--- src/rtl/modexp_seq_if.sv ---
// Control bundle between the square-and-multiply sequencer and its requester/datapath.
// The requester drives start/exp; the modular multiplier drives mult_done.
interface modexp_seq_if #(
    parameter int EXP_WIDTH = 8
);
    logic                 start;
    logic [EXP_WIDTH-1:0] exp;
    logic                 mult_done;
    logic [1:0]           sel_a;
    logic [1:0]           sel_b;
    logic                 mult_start;
    logic                 res_we;
    logic                 res_src;
    logic                 busy;
    logic                 done;

    // Handshake: start is taken only while busy=0 (exp latched in that same cycle);
    // mult_start, mult_done and done are single-cycle pulses, and selects stay frozen
    // from mult_start through the cycle mult_done is accepted.
    modport master (
        output start, exp, mult_done,
        input  sel_a, sel_b, mult_start, res_we, res_src, busy, done
    );

    modport slave (
        input  start, exp, mult_done,
        output sel_a, sel_b, mult_start, res_we, res_src, busy, done
    );
endinterface

--- src/rtl/modexp_seq.sv ---
// Left-to-right square-and-multiply sequencer: steers operand muxes and the result
// register around an external modular multiplier with arbitrary (>=1 cycle) latency.
module modexp_seq #(
    parameter int EXP_WIDTH = 8
) (
    input  logic        clk,
    input  logic        rst,
    modexp_seq_if.slave bus,
    output logic [2:0]  o_dbg_state
);
    localparam int IDX_W = $clog2(EXP_WIDTH);

    localparam logic [1:0] SEL_ONE  = 2'b00;
    localparam logic [1:0] SEL_R    = 2'b01;
    localparam logic [1:0] SEL_M    = 2'b10;
    localparam logic [1:0] SEL_ZERO = 2'b11;

    typedef enum logic [2:0] {
        S_IDLE     = 3'd0,
        S_INIT     = 3'd1,
        S_SQUARE   = 3'd2,
        S_WAIT_SQ  = 3'd3,
        S_MULT     = 3'd4,
        S_WAIT_MUL = 3'd5,
        S_DONE     = 3'd6
    } state_t;

    state_t               r_state;
    state_t               w_state_nxt;
    logic [EXP_WIDTH-1:0] r_exp;
    logic [IDX_W-1:0]     r_idx;

    logic       w_load;
    logic       w_dec;
    logic       w_bit;
    logic       w_last;
    logic [1:0] w_sel_a;
    logic [1:0] w_sel_b;
    logic       w_mult_start;
    logic       w_res_we;
    logic       w_res_src;
    logic       w_busy;
    logic       w_done;

    assign w_bit  = r_exp[r_idx];
    assign w_last = (r_idx == '0);

    always_ff @(posedge clk) begin
        if (rst) begin
            r_state <= S_IDLE;
            r_exp   <= '0;
            r_idx   <= '0;
        end else begin
            r_state <= w_state_nxt;
            if (w_load) begin
                r_exp <= bus.exp;
                r_idx <= IDX_W'(EXP_WIDTH - 1);
            end else if (w_dec) begin
                r_idx <= r_idx - 1'b1;
            end
        end
    end

    // The result write in the wait states qualifies the multiplier's done pulse in the
    // same cycle, so each multiply costs exactly latency+1 cycles.
    always_comb begin
        w_state_nxt  = r_state;
        w_load       = 1'b0;
        w_dec        = 1'b0;
        w_sel_a      = SEL_ZERO;
        w_sel_b      = SEL_ZERO;
        w_mult_start = 1'b0;
        w_res_we     = 1'b0;
        w_res_src    = 1'b0;
        w_busy       = 1'b1;
        w_done       = 1'b0;
        case (r_state)
            S_IDLE: begin
                w_busy = 1'b0;
                if (bus.start) begin
                    w_load      = 1'b1;
                    w_state_nxt = S_INIT;
                end
            end
            S_INIT: begin
                w_sel_a     = SEL_ONE;
                w_res_we    = 1'b1;
                w_state_nxt = S_SQUARE;
            end
            S_SQUARE: begin
                w_sel_a      = SEL_R;
                w_sel_b      = SEL_R;
                w_mult_start = 1'b1;
                w_state_nxt  = S_WAIT_SQ;
            end
            S_WAIT_SQ: begin
                w_sel_a = SEL_R;
                w_sel_b = SEL_R;
                if (bus.mult_done) begin
                    w_res_src = 1'b1;
                    w_res_we  = 1'b1;
                    if (w_bit) begin
                        w_state_nxt = S_MULT;
                    end else if (w_last) begin
                        w_state_nxt = S_DONE;
                    end else begin
                        w_dec       = 1'b1;
                        w_state_nxt = S_SQUARE;
                    end
                end
            end
            S_MULT: begin
                w_sel_a      = SEL_R;
                w_sel_b      = SEL_M;
                w_mult_start = 1'b1;
                w_state_nxt  = S_WAIT_MUL;
            end
            S_WAIT_MUL: begin
                w_sel_a = SEL_R;
                w_sel_b = SEL_M;
                if (bus.mult_done) begin
                    w_res_src = 1'b1;
                    w_res_we  = 1'b1;
                    if (w_last) begin
                        w_state_nxt = S_DONE;
                    end else begin
                        w_dec       = 1'b1;
                        w_state_nxt = S_SQUARE;
                    end
                end
            end
            S_DONE: begin
                w_busy      = 1'b0;
                w_done      = 1'b1;
                w_busy      = 1'b1;
                w_state_nxt = S_IDLE;
            end
            default: begin
                w_state_nxt = S_IDLE;
            end
        endcase
    end

    // An abort must not leak a final multiplier kick or result write in the reset cycle.
    assign bus.mult_start = w_mult_start & ~rst;
    assign bus.res_we     = w_res_we & ~rst;
    assign bus.res_src    = w_res_src;
    assign bus.sel_a      = w_sel_a;
    assign bus.sel_b      = w_sel_b;
    assign bus.busy       = w_busy;
    assign bus.done       = w_done;
    assign o_dbg_state    = r_state;

    a_start_no_write: assert property (@(posedge clk) disable iff (rst)
        bus.mult_start |-> !bus.res_we);
    a_done_to_idle: assert property (@(posedge clk) disable iff (rst)
        bus.done |=> !bus.busy);
endmodule

--- src/flat_wrapper.sv ---
// flat-port wrapper written by rule: the top's interface ports become plain ports
module modexp_seq_flat 
#(
    parameter int EXP_WIDTH = 8
)
  (clk, rst, o_dbg_state, bus_start, bus_exp, bus_mult_done, bus_sel_a, bus_sel_b, bus_mult_start, bus_res_we, bus_res_src, bus_busy, bus_done);
  modexp_seq_if #(.EXP_WIDTH(EXP_WIDTH)) bus_i ();
  input  logic clk;
  input  logic rst;
  output logic [2:0] o_dbg_state;
  input wire logic [$bits(bus_i.start)-1:0] bus_start;
  input wire logic [$bits(bus_i.exp)-1:0] bus_exp;
  input wire logic [$bits(bus_i.mult_done)-1:0] bus_mult_done;
  output wire logic [$bits(bus_i.sel_a)-1:0] bus_sel_a;
  output wire logic [$bits(bus_i.sel_b)-1:0] bus_sel_b;
  output wire logic [$bits(bus_i.mult_start)-1:0] bus_mult_start;
  output wire logic [$bits(bus_i.res_we)-1:0] bus_res_we;
  output wire logic [$bits(bus_i.res_src)-1:0] bus_res_src;
  output wire logic [$bits(bus_i.busy)-1:0] bus_busy;
  output wire logic [$bits(bus_i.done)-1:0] bus_done;
  assign bus_i.start = bus_start;
  assign bus_i.exp = bus_exp;
  assign bus_i.mult_done = bus_mult_done;
  assign bus_sel_a = bus_i.sel_a;
  assign bus_sel_b = bus_i.sel_b;
  assign bus_mult_start = bus_i.mult_start;
  assign bus_res_we = bus_i.res_we;
  assign bus_res_src = bus_i.res_src;
  assign bus_busy = bus_i.busy;
  assign bus_done = bus_i.done;
  modexp_seq #(.EXP_WIDTH(EXP_WIDTH)) u_core (.clk(clk), .rst(rst), .bus(bus_i), .o_dbg_state(o_dbg_state));
endmodule
--- config.mk ---
export PLATFORM = sky130hd
export DESIGN_NAME = modexp_seq_flat
export DESIGN_NICKNAME = d
export VERILOG_FILES = /design/src/rtl/modexp_seq_if.sv /design/src/rtl/modexp_seq.sv /design/src/flat_wrapper.sv
export SDC_FILE = /design/constraint.sdc
export NUM_CORES = 1
export LEC_CHECK = 0
export BUFFER_PORTS_ARGS = -buffer_cell sky130_fd_sc_hd__clkbuf_2
export CAP_MARGIN = 20
export CORE_UTILIZATION = 54
export CTS_BUF_LIST = sky130_fd_sc_hd__clkbuf_16
export DETAILED_ROUTE_END_ITERATION = 12
export HOLD_SLACK_MARGIN = 0.1
export PLACE_DENSITY = 0.93
export SLEW_MARGIN = 20
export SYNTH_ARGS = -nofsm -noshare
export SYNTH_HDL_FRONTEND = slang
export SYNTH_SLANG_ARGS = --single-unit
export TNS_END_PERCENT = 50
--- constraint.sdc ---
create_clock -name clk -period 3.7 [get_ports clk]
set_input_delay 0.37 -clock clk [delete_from_list [all_inputs] [get_ports clk]]
set_output_delay 0.37 -clock clk [all_outputs]
set_load 0.02 [all_outputs]
==> summary.md, run 1 <==
| Metric | Value |
|---|---|
| Die W | roughly 42 um |
| Antenna Nets Post-Route | 0 |
| Crit-path cells | maj3_1 -> nor3b_1 -> clkbuf_2 |
| Leak | 0.437 nW |
| Endpoints failing setup | 0 |
| Crit-path max FO | 12 |
| Multi-input logic area | 492 sq um |
| CP peak stage delay | between 0.4 and 0.5 ns |
| Drt total wl | 1.87 mm |
| Ports | 24 |
| Worst-margin pin slew | 0.447 ns |
| Synth Warn # | 0 |
| Synthesized flop and latch total | 14 |
| Comb pwr share | 24.4% |
| DP HPWL | 1.36 mm |
| MaxCap Viol Count | 0 |
| First-pass GRT wire length | around 3.0 mm |
| Flop pwr share | between 30% and 40% |
| Critical path class | reg -> out |
| Drt via density | 5.70 |
| Total GRT Usage | 23.3% |
| Drt wl/cell | 13.8 um |
| FMAX | between 500 and 600 MHz |
| Slowest library cell on the worst path | dfxtp_1 |
| Switch Pwr | about 0.00015 W |
| Internal power | ~0.00037 W |
| Fin area | just over 1000 sq um |
| Post-CTS Hold Buffers | 0 |
| H-tree depth | 1 |
| Clock Sinks | 14 |
| Post-Syn Area per Cell | 8.58 sq um |
| Vias post-DR | between 700 and 800 |
| Post-Syn Nets | 113 |
| GP Congestion | 0.789 |
| Post-Synthesis Cells | 99 |
| Clock root cell | clkbuf_16 |
| Max-slew headroom | 70.2% |
| Core ar. | roughly 1400 sq um |
| Largest net degree at the start of global routing | 16 |
| Post-Syn Area | approximately 850 sq um |
| CP delay by family, top | flip-flops |
| Fin Clk Skew | 0.00733 ns |
| # fillers | between 80 and 90 |
| Final Slew Violations | 0 |
| Hold slack | 0.343 ns |
| Worst setup EP type | output port |
| Inserted Diodes | 0 |
| Area Growth Syn to Fin | 21.1% |
| CTS Buf Count | 3 |
| Worst setup margin | 1.86 ns |
| CP Launch Type | flip-flop |
| Crit path buf inv count | 1 |
| GR Overflow Total | 0 |
| Pwr dens | 502 nW/um^2 |
| Hold Path Class | in -> reg |
| RSZ-0062 raised after global routing | no |
| Worst-path clk slew | 0.05 ns |
| Vias in the first global route | 682 |
| Fin. Hold Viols | 0 |
| Iteration-0 DRC count of the detailed router | 23 |
| Status | complete, no violations |
| Final #Nets | 135 |
| Unique masters post-synth | 40 |
| Rows | 13 |
| Skew-Pair Late Insertion Delay | 0.25 ns |
| Total Neg Setup Slack | 0 ns |
| CP arrival | 1.47 ns |
| Starting Density | 61.4% |
| Seq. cell area | 280 sq um |
| Resized Gates After CTS | 0 |
| Peak supply drop | roughly 0.00032 V |
| Clock Power Share | 39.9% |
| Die Area | 1740 sq um |
| Post-DP Area | 950 sq um |
| Fraction of layout cells with a size suffix above 1 | 28.3% |
| Dpl ws | 2.05 ns |
| CTS tree | done |
| Setup Buffers After CTS | 0 |
| Number of detailed-route iterations in the first pass | 4 |
| Final min period | between 1.5 and 2 ns |
| WP data required | roughly 3.3 ns |
| PortBufs | 23 |
| Initial antenna violation count | 0 |
| Die H | 41.7 um |
| Deepest clock path buffer count | 2 |
| Period utilization | just under 50% |
| DR DRC count | 0 |
| Sequential area share after synthesis | 33.0% |
| Switching power share of the total | 29.1% |
==> sequential cells by signal (all words and copies together), names as in the netlist <==
| register | flops |
|---|---|
| u_core.r_idx | 3 |
| u_core.o_dbg_state | 3 |
| u_core.r_exp | 8 |
==> cell type report <==
| type | instances | area share (%) |
|---|---|---|
| clock buffers | 3 | 7.30 |
| clock inverters | 1 | 0.365 |
| inverters | 6 | 3.53 |
| multi-input cells | 72 | 47.8 |
| flip-flops and latches | 14 | 27.3 |
| well taps | 15 | 1.82 |
| repair buffers | 24 | 11.9 |
==> through the flow <==
step	instances	total power, W	utilization, %
finish	135	0.000516	74.4
global route	135	0.000537	74.4
CTS	135	0.000518	74.4
detailed placement	131	0.000310	68.7
global placement	131	0.000305	68.7
floorplan	99	0.000279	-
==> power groups by stage <==
stage	combinational, W	sequential (W)	clock [W]
6_report	0.000126	0.000184	0.000206
5_1_grt	0.000135	0.000187	0.000215
4_1_cts	0.000125	0.000184	0.000209
3_5_place_dp	0.000124	0.000187	0
3_3_place_gp	0.000120	0.000186	0
2_1_floorplan	0.0000988	0.000180	0
==> worst paths after layout <==
| kind | start | endpoint | slack [ns] | depth (start not counted) |
|---|---|---|---|---|
| setup / recovery | u_core.o_dbg_state[1] | bus_res_we | 1.86 | 3 |
| hold / removal | bus_exp[0] | u_core.r_exp[0] | 0.34 | 3 |
| setup reg to reg | u_core.r_idx[0] | u_core.r_idx[2] | 1.98 | 6 |
| hold reg to reg | u_core.r_exp[4] | u_core.r_exp[4] | 0.45 | 2 |
==> synth_stat cells <==
cell	instances	area [sq um]
a211o_1	1	8.76
a211oi_1	2	15.0
a21oi_1	9	45.0
a31o_1	1	8.76
and2b_2	1	8.76
and3b_1	1	8.76
and4_1	1	8.76
buf_2	3	15.0
buf_4	1	7.51
buf_6	1	11.3
bufinv_8	1	17.5
clkbuf_1	2	7.51
dfxtp_1	14	280
ha_1	2	25.0
inv_1	5	18.8
maj3_1	1	10.0
mux2i_1	1	10.0
mux2i_4	1	22.5
mux4_2	2	45.0
nand2_1	23	86.3
nand2b_1	2	12.5
nand3_1	1	5.00
nor2_1	3	11.3
nor2b_1	1	6.26
nor3_1	1	5.00
nor3_4	1	16.3
nor3b_1	2	15.0
nor4_1	2	12.5
nor4b_1	1	8.76
o2111a_1	1	11.3
o2111ai_1	1	8.76
o21a_1	1	7.51
o21ai_0	1	5.00
o21ai_1	1	5.00
o21bai_1	1	7.51
o2bb2ai_1	1	8.76
o31ai_1	1	7.51
or2_1	1	6.26
or3_1	2	12.5
xnor2_2	1	16.3
==> worst reg2reg max path: stages (launching register included) <==
cell      delay [ns]
dfxtp_1         0.42
inv_1           0.12
ha_1            0.25
and2b_2         0.23
nor3_4          0.27
o2111a_1        0.25
nor4_1          0.05
==> routing by layer <==
layer	track usage, %	vias to the layer above	part of all wire [%]
li1	-	386	-
met1	28.3	357	43
met2	35.9	23	50
met3	8.70	4	5.1
met4	11.6	0	1.6
met5	0	-	0
==> kinds of logic after synthesis <==
kind of cell | synth area share (%)
muxes | 9.13
xor gates and xnor gates | 1.92
and+or+nand+nor | 26.4
AOI/OAI and AO/OA | 16.3
DFF | 33.0
buffers and inverters | 9.13
adders and majority gates | 4.12
==> cell usage in the layout, fill, tap and decap left out, types with 2 or more instances in the layout <==
cell and count:
nor3b_1 2, ha_1 2, a21oi_1 9, or3_1 2, nand2_1 23, dfxtp_1 14, clkbuf_2 23, nand2b_1 2
mux4_2 2, nor4_1 2, a211oi_1 2, clkbuf_16 3, inv_1 5, nor2_1 3
Power figures use the tool's default switching activity.
==> inputs of run 2 (changes only) <==
ABC_AREA = 1   (was unset)
CORE_UTILIZATION = 50   (was 54)
PLACE_DENSITY = 0.88   (was 0.93)
clock period = 1.8 ns   (was 3.7 ns; I/O delays follow)
==> run 2 against run 1 <==
- sequential power is 130% higher
- highest routed layer unchanged
- non-clock buffer count did not move
- wire length increased by 5.5%
- final cell count increased by 26%
- sequential cell count unchanged
- die area increased by 7.9%
- synthesized cell count rose by 30%
- first-iteration DRC count is 4.3% higher
- area after synthesis grew 0.29%
==> summary.md, run 2 <==
| Metric | Value |
|---|---|
| Area Growth Syn to Fin | 24.7% |
| Crit-path max FO | 6 |
| Slowest library cell on the worst path | dfxtp_1 |
| Clock Sinks | 14 |
| Commonest non-fill, non-tap cells in the layout | nand2_1 (30), clkbuf_2 (23), inv_1 (19) |
| Antenna Nets Post-Route | 0 |
| First-pass GRT wire length | 3.42 mm |
| Starting Density | 55.3% |
| Crit-path cells | nor2_2 -> inv_1 -> nor2_1 -> nor2_1 -> nor2_1 -> clkbuf_2 |
| Die W | 43.3 um |
| Iteration-0 DRC count of the detailed router | 24 |
| Core ar. | 1540 sq um |
| Top FF cell, synth | dfxtp_1 |
| Top Metal Used | met4 |
| CP arrival | 1.46 ns |
| Post-Synthesis Cells | 129 |
| Unique masters post-synth | 21 |
| Synth Warn # | 0 |
| R2r endpoint | u_core.o_dbg_state[0] |
| MaxCap Viol Count | 0 |
| Number of detailed-route iterations in the first pass | 4 |
| Inserted Diodes | 0 |
| Peak supply drop | 0.000773 V |
| Final min period | 1.64 ns |
| Worst-path clk slew | 0.04 ns |
| Most common cell after layout, fill and taps aside | nand2_1 |
| CTS Buf Count | 3 |
| Hold Path Class | in -> reg |
| Total Neg Setup Slack | 0 ns |
| CP most frequent cell | nor2_1 |
| Finished Core Util | 68.9% |
| Die H | 43.3 um |
| Synth area leader | dfxtp_1 |
| Worst setup EP type | output port |
| Critical path class | reg -> out |
| Vias post-DR | 889 |
| Post-Syn Area per Cell | 6.61 sq um |
| Drt total wl | about 2.0 mm |
| Crit path buf inv count | 2 |
| DR DRC count | 0 |
| Leak | between 0.5 and 0.6 nW |
| GP Congestion | 0.885 |
| Deepest clock path buffer count | 2 |
| Rows | 14 |
| CP peak stage delay | around 0.38 ns |
| Period utilization | 90.9% |
| Die Area | 1870 sq um |
| Post-CTS Hold Buffers | 0 |
| Vias in the first global route | 828 |
| Resized Gates After CTS | 0 |
| Synthesized flop and latch total | 14 |
| Total GRT Usage | 24.8% |
| DP HPWL | 1.53 mm |
| H-tree depth | 1 |
| Initial antenna violation count | 0 |
| Met1 wire length | roughly 850 um |
| Worst-margin pin slew | between 0.3 and 0.4 ns |
| Hold Startpoint | rst |
| CP delay by family, top | simple AND/OR/NAND/NOR gates |
| Post-Syn Nets | 143 |
| Main area contributors after synthesis | dfxtp_1 (33%), nand2_1 (13%), a21oi_1 (8.8%) |
| Clock root cell | clkbuf_16 |
| Setup crit end | bus_mult_start |
| Drt via density | 5.23 |
| Yosys top cell area share | around 33% |
| Skew-Pair Late Insertion Delay | 0.24 ns |
| CP Launch Type | flip-flop |
| Fin Clk Skew | 0.000727 ns |
| Worst reg2reg path startpoint | u_core.o_dbg_state[1] |
| Endpoints failing setup | 0 |
| # fillers | 126 |
| Commonest cells in the synthesized netlist | nand2_1 (30), inv_1 (19), a21oi_1 (15) |
| Met3 WL | 108 um |
| Sequential area share after synthesis | 32.9% |
| Worst R2R Path Depth | 7 |
| RSZ-0062 raised after global routing | no |
| Fraction of layout cells with a size suffix above 1 | 27.3% |
| Synth async-reset ratio | 0% |
| GR Overflow Total | 0 |
| FF-to-FF setup slack | 0.35 ns |
| EDFF count, synth | 0 |
| Largest net degree at the start of global routing | 22 |
| WP data required | 1.62 ns |
| Max FFs per register | 8 |
| Pwr dens | 1280 nW/um^2 |
| Ports | 24 |
| FMAX | 611 MHz |
| CTS tree | done |
| Max-slew headroom | 76.6% |
| Setup Buffers After CTS | 0 |
| PortBufs | 23 |
| Worst Setup SP | u_core.o_dbg_state[1] |
| Routed wl met2 | 964 um |
| Worst path depth | 6 |
| Status | complete, no violations |
| Drt wl/cell | between 10 and 15 um |
| Fin. Hold Viols | 0 |
| Final Slew Violations | 0 |
| Final #Nets | 170 |
| Post-Syn Area | 852 sq um |
| Count leader, synth | nand2_1 |
| Most flops, register | u_core.r_exp |
-- run 2: routing by layer --
layer / global-route usage (%) / vias to the layer above
met3: 6.38 / 7
met1: 28.9 / 389
met5: 0 / -
met4: 13.3 / 0
li1: - / 459
met2: 40.9 / 34
-- run 2: stage by stage --
| stage | instance area, sq um | worst slack, ns | hold WS (ns) | std cells | total power (W) |
|---|---|---|---|---|---|
| after floorplan | 852 | 0.222 | 0.249 | 129 | 0.000807 |
| after global placement | 985 | 0.422 | 0.443 | 167 | 0.000915 |
| after detailed placement | 985 | 0.376 | 0.448 | 167 | 0.000942 |
| after CTS | 1060 | 0.112 | 0.202 | 170 | 0.00136 |
| after global routing | 1060 | 0.0214 | 0.224 | 170 | 0.00145 |
| final | 1060 | 0.163 | 0.206 | 170 | 0.00136 |
-- run 2: worst min-delay path by stage --
stage                                        to  slack [ns]  cells past startpoint
after floorplan           u_core.o_dbg_state[1]        0.25                      1
after global placement          u_core.r_exp[2]        0.44                      2
after detailed placement        u_core.r_exp[3]        0.45                      2
after CTS                       u_core.r_idx[2]        0.20                      2
after global routing      u_core.o_dbg_state[1]        0.22                      2
final                           u_core.r_idx[2]        0.21                      2
-- run 2: cell families after synthesis --
kind of cell	count (synthesis)	synth area share, %
DFF	14	32.9
xor gates and xnor gates	1	1.03
adders and majority gates	2	2.94
buffers and inverters	25	11.3
AOI/OAI and AO/OA	26	15.6
and+or+nand+nor	61	36.3
-- run 2: layout make-up --
cell class	count	area [sq um]	area share, %
tap	16	20.0	1.88
clock buffer	3	75.1	7.07
inverter	23	86.3	8.13
sequential	14	280	26.4
timing repair buffer	24	123	11.5
multi-input combinational	90	478	45.0
-- run 2: worst reg2reg max path, delay by kind of cell (launching register included) --
kind                   cells  cell delay [ns]
flip-flops                 1             0.47
buffers and inverters      2             0.16
AND/OR/NAND/NOR            2             0.18
AO/OA/AOI/OAI              3             0.54
-- run 2: where the power goes --
group	leakage [nW]	switching, W	internal [W]
sequential	0.116	0.0000538	0.000371
combinational	0.403	0.000340	0.000185
clock	0.0370	0.000118	0.000290
total	0.555	0.000512	0.000845
==> inputs of run 3 (changes only) <==
==> constraint.sdc (replaced) <==
create_clock -name clk -period 1.8 [get_ports clk]
set_input_delay 0.27 -clock clk [delete_from_list [all_inputs] [get_ports clk]]
set_output_delay 0.27 -clock clk [all_outputs]
set_load 0.02 [all_outputs]
==> run 3 against run 2 <==
- global-route usage down 2.1 points
- critical path depth unchanged
- final cell count unchanged
- combinational power down 2%
- critical path type unchanged
- largest cell class unchanged
==> summary.md, run 3 (same netlist as run 2, synthesis figures left out) <==
| Metric | Value |
|---|---|
| Period utilization | 93.0% |
| Largest net degree at the start of global routing | 22 |
| Drt wl/cell | around 11 um |
| DP HPWL | ~1.4 mm |
| Hold slack | approximately 0.31 ns |
| Finished Core Util | 68.9% |
| Total Neg Setup Slack | 0 ns |
| Fin cells | 170 |
| CP Launch Type | flip-flop |
| Setup Buffers After CTS | 0 |
| Post-DP Area | 985 sq um |
| Final Slew Violations | 0 |
| Flop pwr share | 31.4% |
| Inserted Diodes | 0 |
| CP peak stage delay | about 0.37 ns |
| Worst-path clk slew | roughly 0.04 ns |
| Commonest non-fill, non-tap cells in the layout | nand2_1 (30), clkbuf_2 (23), inv_1 (19) |
| Fin Clk Skew | 0.000624 ns |
| GR Overflow Total | 0 |
| Critical path class | reg -> out |
| Worst setup EP type | output port |
| Post-CTS Hold Buffers | 0 |
| Deepest clock path buffer count | 2 |
| H-tree depth | 1 |
| Leak | roughly 0.55 nW |
| Hold Path Class | in -> reg |
| Crit-path cells | nor2_1 -> inv_1 -> nor2_2 -> nor2_1 -> nor2_1 -> clkbuf_2 |
| Clock Sinks | 14 |
| Total GRT Usage | between 20% and 30% |
| Placed Cells | 167 |
| Max FFs per register | 8 |
| PortBufs | 23 |
| Internal power | roughly 0.00084 W |
| CTS tree | done |
| CP delay by family, top | simple AND/OR/NAND/NOR gates |
| Switching power share of the total | about 37% |
| Vias post-DR | slightly below 900 |
| Most common cell after layout, fill and taps aside | nand2_1 |
| Iteration-0 DRC count of the detailed router | 18 |
| Ports | 24 |
| Die H | 43.3 um |
| Slowest library cell on the worst path | dfxtp_1 |
| Clock root cell | clkbuf_16 |
| RSZ-0062 raised after global routing | no |
| GP Congestion | 0.906 |
| First-pass GRT wire length | about 3.2 mm |
| Drt total wl | approximately 1.9 mm |
| Drt via density | 5.12 |
| Rows | 14 |
| Status | complete, no violations |
| Max-slew headroom | around 70% |
| CP arrival | between 1 and 1.5 ns |
| Die Area | 1870 sq um |
| Comb pwr share | about two fifths |
| Pwr dens | 1260 nW/um^2 |
| Worst-margin pin slew | around 0.43 ns |
| Die W | roughly 43 um |
| Final #Nets | 170 |
| Endpoints failing setup | 0 |
| Crit path buf inv count | 2 |
| MaxCap Viol Count | 0 |
| FMAX | 598 MHz |
| Number of detailed-route iterations in the first pass | 4 |
| Fin area | 1060 sq um |
| Area Growth Syn to Fin | 24.7% |
| WP data required | 1.53 ns |
| Crit-path max FO | 6 |
| Fin. Hold Viols | 0 |
| Fraction of layout cells with a size suffix above 1 | 27.3% |
| Clock Power Share | 30.2% |
| Antenna Nets Post-Route | 0 |
| Skew-Pair Late Insertion Delay | 0.24 ns |
| Final min period | 1.67 ns |
| Switch Pwr | between 0.0005 and 0.0006 W |
| Most flops, register | u_core.r_exp |
| CP most frequent cell | nor2_1 |
| Vias in the first global route | 761 |
| CTS Buf Count | 3 |
| Core ar. | 1540 sq um |
| Starting Density | ~55% |
| DR DRC count | 0 |
| Peak supply drop | 0.000872 V |
| Initial antenna violation count | 0 |
| Resized Gates After CTS | 0 |
[run 3: cell counts in the layout (fill, tap and decap cells not counted)]
Identical to the previous run, type by type.
[run 3: final timing paths]
check        slack (ns)  cells past startpoint                     to             startpoint
max                0.13                      6         bus_mult_start  u_core.o_dbg_state[1]
min                0.31                      3        u_core.r_exp[4]             bus_exp[4]
max reg2reg        0.30                      7  u_core.o_dbg_state[0]  u_core.o_dbg_state[1]
min reg2reg        0.45                      2        u_core.r_exp[1]        u_core.r_exp[1]
[run 3: area by class of cell]
class	instances	area (sq um)
multi-input combinational	90	478
timing repair buffer	24	123
clock buffer	3	75.1
sequential	14	280
tap	16	20.0
fill	129	479
inverter	23	86.3
[run 3: power groups by stage]
stage | Combinational [W] | Clock [W] | Sequential [W]
global placement | 0.000493 | 0 | 0.000424
detailed placement | 0.000507 | 0 | 0.000427
global route | 0.000582 | 0.000427 | 0.000431
CTS | 0.000517 | 0.000410 | 0.000421
finish | 0.000516 | 0.000405 | 0.000422
floorplan | 0.000376 | 0 | 0.000431
[run 3: routing by layer]
metal / vias up / track usage, % / part of all wire [%] / wire [um]
li1: 458 / - / - / -
met1: 385 / 29.1 / 47 / 871
met2: 22 / 36.4 / 47 / 874
met3: 6 / 4.68 / 3.8 / 71
met4: 0 / 9.70 / 1.8 / 34
met5: - / 0 / 0 / 0
[run 3: metrics by stage]
| stage | setup WS [ns] | power [W] |
|---|---|---|
| 2_1_floorplan | 0.132 | 0.000807 |
| 3_3_place_gp | 0.350 | 0.000917 |
| 3_5_place_dp | 0.334 | 0.000934 |
| 4_1_cts | 0.0759 | 0.00135 |
| 5_1_grt | 0.00400 | 0.00144 |
| 6_report | 0.127 | 0.00134 |
[run 3: worst register-to-register path: cells and delay by family (launching register included)]
kind                   cells  cell delay (ns)
AOI/OAI and AO/OA          3             0.64
buffers and inverters      2             0.14
DFF                        1             0.45
and+or+nand+nor            2             0.16
